**src/rtl/arm_pipelined_pkg.sv**
```systemverilog
// Shared types and constants for the pipelined ARM fetch path.
package arm_pipelined_pkg;

  localparam int unsigned DEFAULT_BUS_WIDTH = 32;
  localparam logic [31:0] DEFAULT_RESET_VECTOR = 32'h0000_0000;

  // Sequential fetch stride and the architectural R15 read-ahead.
  localparam int unsigned PC_INCREMENT = 4;
  localparam int unsigned R15_OFFSET = 8;

  // One prefetched instruction together with the address it came from.
  typedef struct packed {
    logic [DEFAULT_BUS_WIDTH-1:0] instr;
    logic [DEFAULT_BUS_WIDTH-1:0] pc;
  } prefetch_entry_t;

endpackage

```
**src/rtl/arm_pipelined_sync_fifo.sv**
```systemverilog
// Single-clock FIFO of generic entries with a synchronous clear.
// Clear wins over push and pop. Push and pop together leave the count
// unchanged, including when full (the head is read before it is overwritten).
module arm_pipelined_sync_fifo
  import arm_pipelined_pkg::*;
#(
  parameter type         entry_t = prefetch_entry_t,
  parameter int unsigned Depth   = 4,
  localparam int unsigned PtrW   = $clog2(Depth),
  localparam int unsigned CntW   = $clog2(Depth + 1)
) (
  input  logic            clk_i,
  input  logic            rst_ni,
  input  logic            clear_i,
  input  logic            push_i,
  input  entry_t          push_data_i,
  input  logic            pop_i,
  output entry_t          head_o,
  output logic [CntW-1:0] count_o
);

  entry_t            mem_q [Depth];
  logic [PtrW-1:0]   wr_ptr_q, wr_ptr_d;
  logic [PtrW-1:0]   rd_ptr_q, rd_ptr_d;
  logic [CntW-1:0]   count_q, count_d;

  // Pointer and occupancy update; pointers wrap naturally (Depth is 2^n).
  always_comb begin
    wr_ptr_d = wr_ptr_q;
    rd_ptr_d = rd_ptr_q;
    count_d  = count_q;
    if (clear_i) begin
      wr_ptr_d = '0;
      rd_ptr_d = '0;
      count_d  = '0;
    end else begin
      if (push_i) wr_ptr_d = wr_ptr_q + PtrW'(1);
      if (pop_i)  rd_ptr_d = rd_ptr_q + PtrW'(1);
      case ({push_i, pop_i})
        2'b10:   count_d = count_q + CntW'(1);
        2'b01:   count_d = count_q - CntW'(1);
        default: count_d = count_q;
      endcase
    end
  end

  // Pointer/count registers.
  always_ff @(posedge clk_i or negedge rst_ni) begin
    if (!rst_ni) begin
      wr_ptr_q <= '0;
      rd_ptr_q <= '0;
      count_q  <= '0;
    end else begin
      wr_ptr_q <= wr_ptr_d;
      rd_ptr_q <= rd_ptr_d;
      count_q  <= count_d;
    end
  end

  // Entry storage; contents are only meaningful while counted as occupied.
  always_ff @(posedge clk_i) begin
    if (push_i && !clear_i) mem_q[wr_ptr_q] <= push_data_i;
  end

  assign head_o  = mem_q[rd_ptr_q];
  assign count_o = count_q;

endmodule

```
**src/rtl/arm_pipelined_prefetch_unit.sv**
```systemverilog
// Prefetching fetch stage: keeps up to QueueDepth requests in flight and
// buffers in-order responses for decode. A redirect flushes the queue and
// marks every outstanding response as stale so it is discarded on arrival.
//
// Request channel: a request transfers on a cycle where o_Req_Valid and
// i_Req_Ready are both high; while valid is high and ready low, o_Req_Addr
// holds. Responses arrive in request order and are always accepted.
module arm_pipelined_prefetch_unit
  import arm_pipelined_pkg::*;
#(
  parameter int unsigned          BusWidth    = DEFAULT_BUS_WIDTH,
  parameter int unsigned          QueueDepth  = 4,
  parameter logic [BusWidth-1:0]  ResetVector = BusWidth'(DEFAULT_RESET_VECTOR),
  localparam int unsigned         CntW        = $clog2(QueueDepth + 1)
) (
  input  logic                i_CLK,
  input  logic                i_NRESET,
  input  logic                i_Redirect,
  input  logic [BusWidth-1:0] i_Redirect_PC,
  output logic                o_Req_Valid,
  output logic [BusWidth-1:0] o_Req_Addr,
  input  logic                i_Req_Ready,
  input  logic                i_Rsp_Valid,
  input  logic [BusWidth-1:0] i_Rsp_Instr,
  output logic                o_Instr_Valid,
  output logic [BusWidth-1:0] o_Instr,
  output logic [BusWidth-1:0] o_Instr_PC,
  output logic [BusWidth-1:0] o_Instr_PC_Plus8,
  input  logic                i_Stall_Decode,
  output logic [CntW-1:0]     o_Queue_Count
);

  typedef struct packed {
    logic [BusWidth-1:0] instr;
    logic [BusWidth-1:0] pc;
  } entry_t;

  localparam logic [BusWidth-1:0] PcInc  = BusWidth'(PC_INCREMENT);
  localparam logic [BusWidth-1:0] R15Off = BusWidth'(R15_OFFSET);

  logic [BusWidth-1:0] fetch_pc_q, fetch_pc_d;
  logic [BusWidth-1:0] rsp_pc_q, rsp_pc_d;
  logic [CntW-1:0]     inflight_q, inflight_d;
  logic [CntW-1:0]     drop_q, drop_d;
  logic                req_en_q;

  logic [CntW-1:0]     fifo_count;
  logic [CntW:0]       committed;
  logic [BusWidth-1:0] target_pc;
  logic                req_fire, rsp_push, pop;
  entry_t              push_entry, head;
  logic                redirect_lsb_unused;

  // Word-aligned redirect target; the low two bits are ignored.
  assign target_pc           = {i_Redirect_PC[BusWidth-1:2], 2'b00};
  assign redirect_lsb_unused = ^i_Redirect_PC[1:0];

  // In-flight requests already own a queue slot, so the queue cannot overflow.
  assign committed   = {1'b0, inflight_q} + {1'b0, fifo_count};
  assign o_Req_Valid = req_en_q && !i_Redirect && (committed < (CntW+1)'(QueueDepth));
  assign o_Req_Addr  = fetch_pc_q;
  assign req_fire    = o_Req_Valid && i_Req_Ready;

  assign rsp_push         = i_Rsp_Valid && (drop_q == '0) && !i_Redirect;
  assign push_entry.instr = i_Rsp_Instr;
  assign push_entry.pc    = rsp_pc_q;

  assign o_Instr_Valid    = (fifo_count != '0);
  assign pop              = o_Instr_Valid && !i_Stall_Decode && !i_Redirect;
  assign o_Instr          = o_Instr_Valid ? head.instr : '0;
  assign o_Instr_PC       = o_Instr_Valid ? head.pc : '0;
  assign o_Instr_PC_Plus8 = o_Instr_PC + R15Off;
  assign o_Queue_Count    = fifo_count;

  // Next PCs, outstanding-request count and stale-response budget.
  always_comb begin
    fetch_pc_d = fetch_pc_q;
    rsp_pc_d   = rsp_pc_q;
    drop_d     = drop_q;
    inflight_d = inflight_q + CntW'(req_fire) - CntW'(i_Rsp_Valid);
    if (i_Redirect) begin
      fetch_pc_d = target_pc;
      rsp_pc_d   = target_pc;
      // Everything still outstanding after this cycle belongs to the old stream.
      drop_d     = inflight_q - CntW'(i_Rsp_Valid);
    end else begin
      if (req_fire) fetch_pc_d = fetch_pc_q + PcInc;
      if (rsp_push) rsp_pc_d = rsp_pc_q + PcInc;
      if (i_Rsp_Valid && (drop_q != '0)) drop_d = drop_q - CntW'(1);
    end
  end

  // State registers; requests are held off until the first cycle out of reset.
  always_ff @(posedge i_CLK or negedge i_NRESET) begin
    if (!i_NRESET) begin
      fetch_pc_q <= ResetVector;
      rsp_pc_q   <= ResetVector;
      inflight_q <= '0;
      drop_q     <= '0;
      req_en_q   <= 1'b0;
    end else begin
      fetch_pc_q <= fetch_pc_d;
      rsp_pc_q   <= rsp_pc_d;
      inflight_q <= inflight_d;
      drop_q     <= drop_d;
      req_en_q   <= 1'b1;
    end
  end

  arm_pipelined_sync_fifo #(
    .entry_t (entry_t),
    .Depth   (QueueDepth)
  ) u_queue (
    .clk_i       (i_CLK),
    .rst_ni      (i_NRESET),
    .clear_i     (i_Redirect),
    .push_i      (rsp_push),
    .push_data_i (push_entry),
    .pop_i       (pop),
    .head_o      (head),
    .count_o     (fifo_count)
  );

  // Memory must never answer a request that was not made.
  a_no_orphan_rsp: assert property (@(posedge i_CLK) disable iff (!i_NRESET)
    !(i_Rsp_Valid && (inflight_q == '0)));

  // A pending request keeps its address until accepted or redirected.
  a_addr_stable: assert property (@(posedge i_CLK) disable iff (!i_NRESET)
    (o_Req_Valid && !i_Req_Ready && !i_Redirect) |=> $stable(o_Req_Addr));

endmodule
```
**config.mk**
```make
export PLATFORM = sky130hd
export DESIGN_NAME = arm_pipelined_prefetch_unit
export DESIGN_NICKNAME = d
export VERILOG_FILES = /design/src/rtl/arm_pipelined_pkg.sv /design/src/rtl/arm_pipelined_sync_fifo.sv /design/src/rtl/arm_pipelined_prefetch_unit.sv
export SDC_FILE = /design/constraint.sdc
export NUM_CORES = 1
export LEC_CHECK = 0
export ABC_AREA = 1
export BUFFER_PORTS_ARGS = -buffer_cell sky130_fd_sc_hd__clkbuf_2
export CELL_PAD_IN_SITES_DETAIL_PLACEMENT = 1
export CELL_PAD_IN_SITES_GLOBAL_PLACEMENT = 2
export CORE_MARGIN = 1
export CORE_UTILIZATION = 36
export DETAILED_ROUTE_END_ITERATION = 7
export PLACE_DENSITY_LB_ADDON = 0.1
export SLEW_MARGIN = 10
export SYNTH_ARGS = -nofsm -noshare
export SYNTH_HDL_FRONTEND = slang
export SYNTH_SLANG_ARGS = --single-unit
export TNS_END_PERCENT = 10
```
**constraint.sdc**
```tcl
create_clock -name i_CLK -period 5 [get_ports i_CLK]
set_clock_uncertainty 0.05 [all_clocks]
set_input_delay 1.5 -clock i_CLK [delete_from_list [all_inputs] [get_ports i_CLK]]
set_output_delay 1.5 -clock i_CLK [all_outputs]
set_load 0.02 [all_outputs]
```
==> results of run 1 <==
==> routing by layer <==
layer / wire length (um) / GRT usage (%) / share of wire (%) / vias up
met5: 0 / 0 / 0 / -
met4: 809 / 5.85 / 1.7 / 0
met3: 1280 / 2.29 / 2.7 / 44
met2: 23100 / 36.3 / 49 / 198
met1: 22300 / 28.6 / 47 / 6182
li1: - / - / - / 6152
==> registers in the layout (all words and copies together), names as in the netlist <==
register	cells
o_Req_Addr	30
u_queue.mem_q	248
u_queue.wr_ptr_q	2
inflight_q	3
req_en_q	1
drop_q	3
rsp_pc_q	30
u_queue.count_o	3
u_queue.rd_ptr_q	2
==> area by class of cell <==
| type | instances | area (um^2) | share of cell area (%) |
|---|---|---|---|
| clock buffer | 54 | 1080 | 5.74 |
| clock inverter | 16 | 171 | 0.909 |
| inverter | 164 | 626 | 3.32 |
| multi-input combinational | 1192 | 5710 | 30.3 |
| sequential | 322 | 9300 | 49.4 |
| tap | 585 | 732 | 3.88 |
| timing repair buffer | 216 | 1220 | 6.48 |
==> path summary, 6_finish.rpt <==
| path | startpoint | endpoint | cells past startpoint |
|---|---|---|---|
| max in group asynchronous | i_NRESET | rsp_pc_q[27]$_DFFE_PN0N_ | 2 |
| min reg2reg | inflight_q[0]$_DFF_PN0_ | inflight_q[0]$_DFF_PN0_ | 1 |
| min | inflight_q[0]$_DFF_PN0_ | inflight_q[0]$_DFF_PN0_ | 1 |
| max reg2reg | u_queue.count_o[1]$_DFFE_PN0P_ | u_queue.count_o[2]$_DFFE_PN0P_ | 12 |
| max | u_queue.rd_ptr_q[0]$_DFFE_PN0P_ | o_Instr_PC_Plus8[21] | 13 |
| min in group asynchronous | i_NRESET | o_Req_Addr[11]$_DFFE_PN0P_ | 1 |
==> layout by cell type, fill, tap and decap left out, types with 3 or more instances in the layout <==
cell       instances
xnor2_1            6
conb_1             7
o21ai_1            8
xor2_1            38
o211ai_1          17
nor2_4            11
clkbuf_1          10
nand2_2           10
a31oi_1            3
nor2_1           248
a22oi_1            3
bufinv_16          3
nand2_1          445
o221ai_1           8
clkbuf_16         39
clkbuf_2         193
clkbuf_8           5
inv_2              7
edfxtp_1         248
buf_12             6
dfrtp_1           72
nand3_1          134
clkinv_1           9
a21oi_1           47
o21bai_1           7
nand4_1           28
ha_1              15
inv_1            153
nor3_1            25
o21ai_0           97
nor2_2            19
buf_4             15
==> logic make-up (layout without fill, tap and decap cells) <==
logic type                 after synthesis  after routing  share of synthesized area [%]
xor gates and xnor gates                44             44                           2.41
adders and majority gates               17             17                           1.42
AOI/OAI and AO/OA                      192            192                           6.68
buffers and inverters                  237            450                           6.57
other                                    2              7                         0.0469
DFF                                    322            322                           58.1
and+or+nand+nor                        932            932                           24.8
==> critical path, cell delays in order, from the launching register on <==
cell and delay [ns]:
dfrtp_4 0.60, inv_8 0.29, o21ai_1 0.12, o21ai_2 0.21, nand2_1 0.17, inv_1 0.11
ha_1 0.29, nand3_4 0.15, nor2_4 0.21, nand2_2 0.12, nor2_1 0.10, o21ai_1 0.07
nand2_1 0.07, clkbuf_2 0.16
==> through the flow <==
step / worst slack, ns / power, uW
global route: 0.0146 / 9840
global placement: 0.678 / 6590
floorplan: -0.415 / 5540
detailed placement: 0.641 / 6650
finish: 0.210 / 9310
CTS: 0.119 / 9440
==> power breakdown <==
part / switching [uW] / total [uW] / internal [uW]
logic: 2290 / 3180 / 896
registers: 256 / 3370 / 3120
clock network: 1090 / 2760 / 1670
total: 3630 / 9310 / 5680
==> repair_timing <==
action,4_1_cts,5_1_grt
gates resized for setup,0,2
endpoints found under the setup margin,0,3
setup buffers,0,0
==> reports/summary.txt, run 1 <==
Register area share after synthesis - 58.1%
Post-Route WL - 47.4 mm
CP Class - reg2out
Synth Warn # - 0
Synth Flop Type - edfxtp_1
Share of the synthesized area in the top cell type - 46.5%
ANT cells - 0
Worst Tran Pin Value - 0.908 ns
Relative slew margins - 39.4%
WHS - 0.504 ns
Pwr Density - 494 nW/um^2
Row count - 76
Hpwl dp - 32.3 mm
CTS root buf - clkbuf_16
GRT Overall Usage - 21.3%
Largest area contributor in the netlist - edfxtp_1
1st-iter DRT viols - 481
Worst setup SP type - flip-flop
Post-route DRC - 0
Final instance area - 18800 um^2
PortBufs - 194
Overflow after GRT - 0
Placed Cells - 2479
Critical path fanouts, max - 52
CTS tree - yes
Via Count - 12600
Die H - 213 um
CTS Buffer Depth - 3
Reg2Reg Setup Slack - 1.82 ns
Starting Density - 36.9%
Setup violations, final - 0
Largest net degree at the start of global routing - 69
First-pass GRT wire length - 72.8 mm
Peak VDD IR - 275 uV
Number of antenna violations at the first check in global routing - 0
Clock Sinks - 322
Area growth from synthesis to layout - 17.7%
Final nets - 2021
Most instantiated library cell after synthesis - nand2_1
Synth area leaders - edfxtp_1 (47%), dfrtp_1 (12%), nand2_1 (10%), nor2_1 (5.9%), nand3_1 (4.2%)
Synth Instances - 1746
Cell Area, Placed - 17600 um^2
Detail Route Antenna Nets - 0
Fillers - 5084
Final non-filler cell total - 2549
Avg Synthesized Cell Area - 9.17 um^2
CP endpoint kind - output pin
Final Hold Fails - 0
Final period util - 95.8%
Routability cong. - 0.829
I/O pin count - 203
Post-synth EDFFs - 248
Critical path required time - 3.45 ns
Total CTS buffers - 38
Clock-pin slew on the worst setup and hold paths - 0.06 ns
Die area - 45300 um^2
Post-CTS Hold Buffers - 0
Leak pwr - 0.00783 uW
Fin util - 43.4%
DRT Pass-1 Iters - 4
Skew-Pair Late Insertion Delay - 0.56 ns
Outcome - complete, no violations
Fin crit period - 4.79 ns
Synth Cell Area - 16000 um^2
Max-slew violation count - 0
Hold Path Class - reg2reg
Max Clk Rate - 209 MHz
Synth cell types - 45
Layout cells sized above 1 - 16.8%
Final setup TNS - 0 ns
DR WL/cell - 18.6 um
H-tree levels - 2
CORE AREA - 43500 um^2
Critical Path AT - 3.24 ns
RSZ-0062 raised after global routing - no
Asr flop ratio synth - 23.0%
Vias per cell - 4.93
#FFs+latches synth - 322
Die Width - 213 um
Max-cap viol count - 0
Vias in the first global route - 12800
Post-synth top cells - nand2_1 (445), nor2_1 (252), edfxtp_1 (248)
Note: power is estimated with default switching activity, not from simulation.
==> run 2, diff against run 1 <==
--- a/config.mk
+++ b/config.mk
@@ -6,12 +6,12 @@
 export NUM_CORES = 1
 export LEC_CHECK = 0
 export ABC_AREA = 1
-export BUFFER_PORTS_ARGS = -buffer_cell sky130_fd_sc_hd__clkbuf_2
 export CELL_PAD_IN_SITES_DETAIL_PLACEMENT = 1
 export CELL_PAD_IN_SITES_GLOBAL_PLACEMENT = 2
 export CORE_MARGIN = 1
-export CORE_UTILIZATION = 36
+export CORE_UTILIZATION = 40
 export DETAILED_ROUTE_END_ITERATION = 7
+export DONT_BUFFER_PORTS = 1
 export PLACE_DENSITY_LB_ADDON = 0.1
 export SLEW_MARGIN = 10
 export SYNTH_ARGS = -nofsm -noshare
==> run 2 against run 1 <==
First-iteration DRC count rose by 17%. Sequential power rose by 2%. Critical path depth fell by 2. Setup slack got worse by 0.0044 ns. Die area fell by 9.9%. Clock power fell by 5%. Largest power group unchanged.
==> reports/summary.txt, run 2 (synthesis results as in run 1) <==
Outcome - complete, no violations (unchanged)
PortBufs - 0 (was 194)
Peak VDD IR - 255 uV (was 275 uV)
Area growth from synthesis to layout - 11.5% (was 17.7%)
CP most frequent cell - nand2_1
Net Sw Frac - 39.4% (was 39.0%)
Worst Tran Pin Value - 0.703 ns (was 0.908 ns)
Clock power frac - 29.5% (was 29.6%)
Post-Route WL - 46.4 mm (was 47.4 mm)
Row count - 72 (was 76)
Sequential group share of total power - 38.8% (was 36.2%)
Final Hold Fails - 0 (unchanged)
Vias in the first global route - 12500 (was 12800)
RSZ-0062 raised after global routing - no (unchanged)
H-tree levels - 2 (unchanged)
Max Clk Rate - 209 MHz (about the same)
Via Count - 12000 (was 12600)
Final nets - 1849 (was 2021)
Die area - 40800 um^2 (was 45300 um^2)
CTS Buffer Depth - 3 (unchanged)
CTS root buf - clkbuf_16 (unchanged)
Clock-pin slew on the worst setup and hold paths - 0.06 ns (about the same)
Most flop-heavy register - u_queue.mem_q (unchanged)
Die Width - 202 um (was 213 um)
Most common cell after layout, fill and taps aside - nand2_1 (unchanged)
I/O pin count - 203 (unchanged)
Slowest CP cell - dfrtp_4 (unchanged)
Int Power - 5360 uW (was 5680 uW)
Routability cong. - 0.870 (was 0.829)
Die H - 202 um (was 213 um)
ANT cells - 0 (unchanged)
Final instance area - 17900 um^2 (was 18800 um^2)
Worst-path cell chain - clkinv_8 -> o21ai_1 -> o21ai_2 -> nand2_1 -> inv_1 -> ha_1 -> nand3_4 -> nor2_2 -> nand2_1 -> xnor2_1 -> buf_4 (was inv_8 -> o21ai_1 -> o21ai_2 -> nand2_1 -> inv_1 -> ha_1 -> nand3_4 -> nor2_4 -> nand2_2 -> nor2_1 -> o21ai_1 -> nand2_1 -> clkbuf_2)
WHS - 0.516 ns (was 0.504 ns)
Leak pwr - 0.00706 uW (was 0.00783 uW)
1st-iter DRT viols - 564 (was 481)
Critical path fanouts, max - 45 (was 52)
DR WL/cell - 20.1 um (was 18.6 um)
CORE AREA - 39100 um^2 (was 43500 um^2)
Max-slew violation count - 0 (unchanged)
CP endpoint kind - output pin (unchanged)
Final period util - 95.9% (was 95.8%)
Starting Density - 41.0% (was 36.9%)
CP Class - reg2out (unchanged)
Critical Path AT - 3.24 ns (about the same)
Commonest non-fill, non-tap cells in the layout - nand2_1 (445), nor2_1 (248), edfxtp_1 (248) (unchanged)
Post-route DRC - 0 (unchanged)
GRT Overall Usage - 22.9% (was 21.3%)
Combinational power share - 31.7% (was 34.2%)
Total CTS buffers - 37 (was 38)
Largest net degree at the start of global routing - 75 (was 69)
Slowest stage delay, CP - 0.58 ns (was 0.60 ns)
Clock Sinks - 322 (unchanged)
Pwr Density - 496 nW/um^2 (was 494 nW/um^2)
P_sw - 3490 uW (was 3630 uW)
Fin util - 45.7% (was 43.4%)
Setup violations, final - 0 (unchanged)
Relative slew margins - 53.0% (was 39.4%)
Vias per cell - 5.20 (was 4.93)
Worst setup SP type - flip-flop (unchanged)
Layout cells sized above 1 - 8.72% (was 16.8%)
CTS tree - yes (unchanged)
Post-CTS Setup Bufs - 0 (unchanged)
Critical path required time - 3.45 ns (about the same)
First-pass GRT wire length - 71.8 mm (was 72.8 mm)
DRT Pass-1 Iters - 4 (unchanged)
Number of antenna violations at the first check in global routing - 0 (unchanged)
Max-cap viol count - 0 (unchanged)
Max reg flops - 248 (unchanged)
Hold Path Class - reg2reg (unchanged)
Skew-Pair Late Insertion Delay - 0.55 ns (was 0.56 ns)
Fin crit period - 4.79 ns (about the same)
Overflow after GRT - 0 (unchanged)
Detail Route Antenna Nets - 0 (unchanged)
Final non-filler cell total - 2308 (was 2549)
Placed Cells - 2241 (was 2479)
Cell Area, Placed - 16700 um^2 (was 17600 um^2)
Hpwl dp - 31.5 mm (was 32.3 mm)
[run 2: changes by cell type in the layout (fill, tap and decap cells not counted), moves of 3 or more]
cell,previous run,this run
clkinv_2,2,5
clkbuf_8,5,0
clkbuf_2,193,0
buf_4,15,39
[run 2: timing repair]
action                     in CTS  in global routing
gates resized for setup         0                  4
setup endpoints to repair       0                  4
hold buffers                    0                  0
[run 2: area by class of cell]
class	instances	area, um^2
timing repair buffer	45	404
inverter	164	633
fill	4530	21200
tap	518	648
clock buffer	45	956
sequential	322	9300
multi-input combinational	1192	5710
clock inverter	22	201
[run 2: power groups by stage]
stage	sequential, uW	clock, uW	combinational [uW]
6_report	3440	2610	2810
5_1_grt	3470	2770	3110
4_1_cts	3440	2690	2860
3_5_place_dp	3490	0	2840
3_3_place_gp	3470	0	2800
2_1_floorplan	3380	0	2160
[run 2: layer usage]
| layer | wire (um) | part of all wire (%) | vias to the layer above | track usage (%) |
|---|---|---|---|---|
| li1 | - | - | 5823 | - |
| met1 | 20500 | 44 | 5863 | 29.7 |
| met2 | 22500 | 49 | 259 | 39.4 |
| met3 | 2430 | 5.2 | 58 | 4.10 |
| met4 | 881 | 1.9 | 0 | 5.85 |
| met5 | 0 | 0 | - | 0 |
[run 2: path summary, 6_finish.rpt]
kind | from | endpoint | slack (ns) | cells after the start
worst max-delay path | u_queue.rd_ptr_q[0]$_DFFE_PN0P_ | o_Instr_PC_Plus8[19] | 0.21 | 11
worst min-delay path | inflight_q[0]$_DFF_PN0_ | inflight_q[0]$_DFF_PN0_ | 0.52 | 1
worst max register to register | u_queue.count_o[2]$_DFFE_PN0P_ | u_queue.count_o[2]$_DFFE_PN0P_ | 1.72 | 12
worst min register to register | inflight_q[0]$_DFF_PN0_ | inflight_q[0]$_DFF_PN0_ | 0.52 | 1
max in group asynchronous | i_NRESET | o_Req_Addr[26]$_DFFE_PN0P_ | 4.13 | 0
min in group asynchronous | i_NRESET | o_Req_Addr[10]$_DFFE_PN0P_ | 0.61 | 0
[run 2: worst max-delay path, delay by kind of cell (launching register included)]
family                   cells  cell delay, ns
buffers and inverters        3            0.54
flip-flops                   1            0.58
AO/OA/AOI/OAI                2            0.32
adder cells (fa/ha/maj)      1            0.31
AND/OR/NAND/NOR              4            0.79
XOR/XNOR                     1            0.17
[run 2: per-stage QoR]
step / setup TNS [ns] / worst slack, ns / total power, uW
floorplan: -102.85 / -0.415 / 5540
global placement: 0 / 0.727 / 6270
detailed placement: 0 / 0.600 / 6330
CTS: 0 / 0.0193 / 8980
global route: 0 / 0.0137 / 9350
finish: 0 / 0.206 / 8860
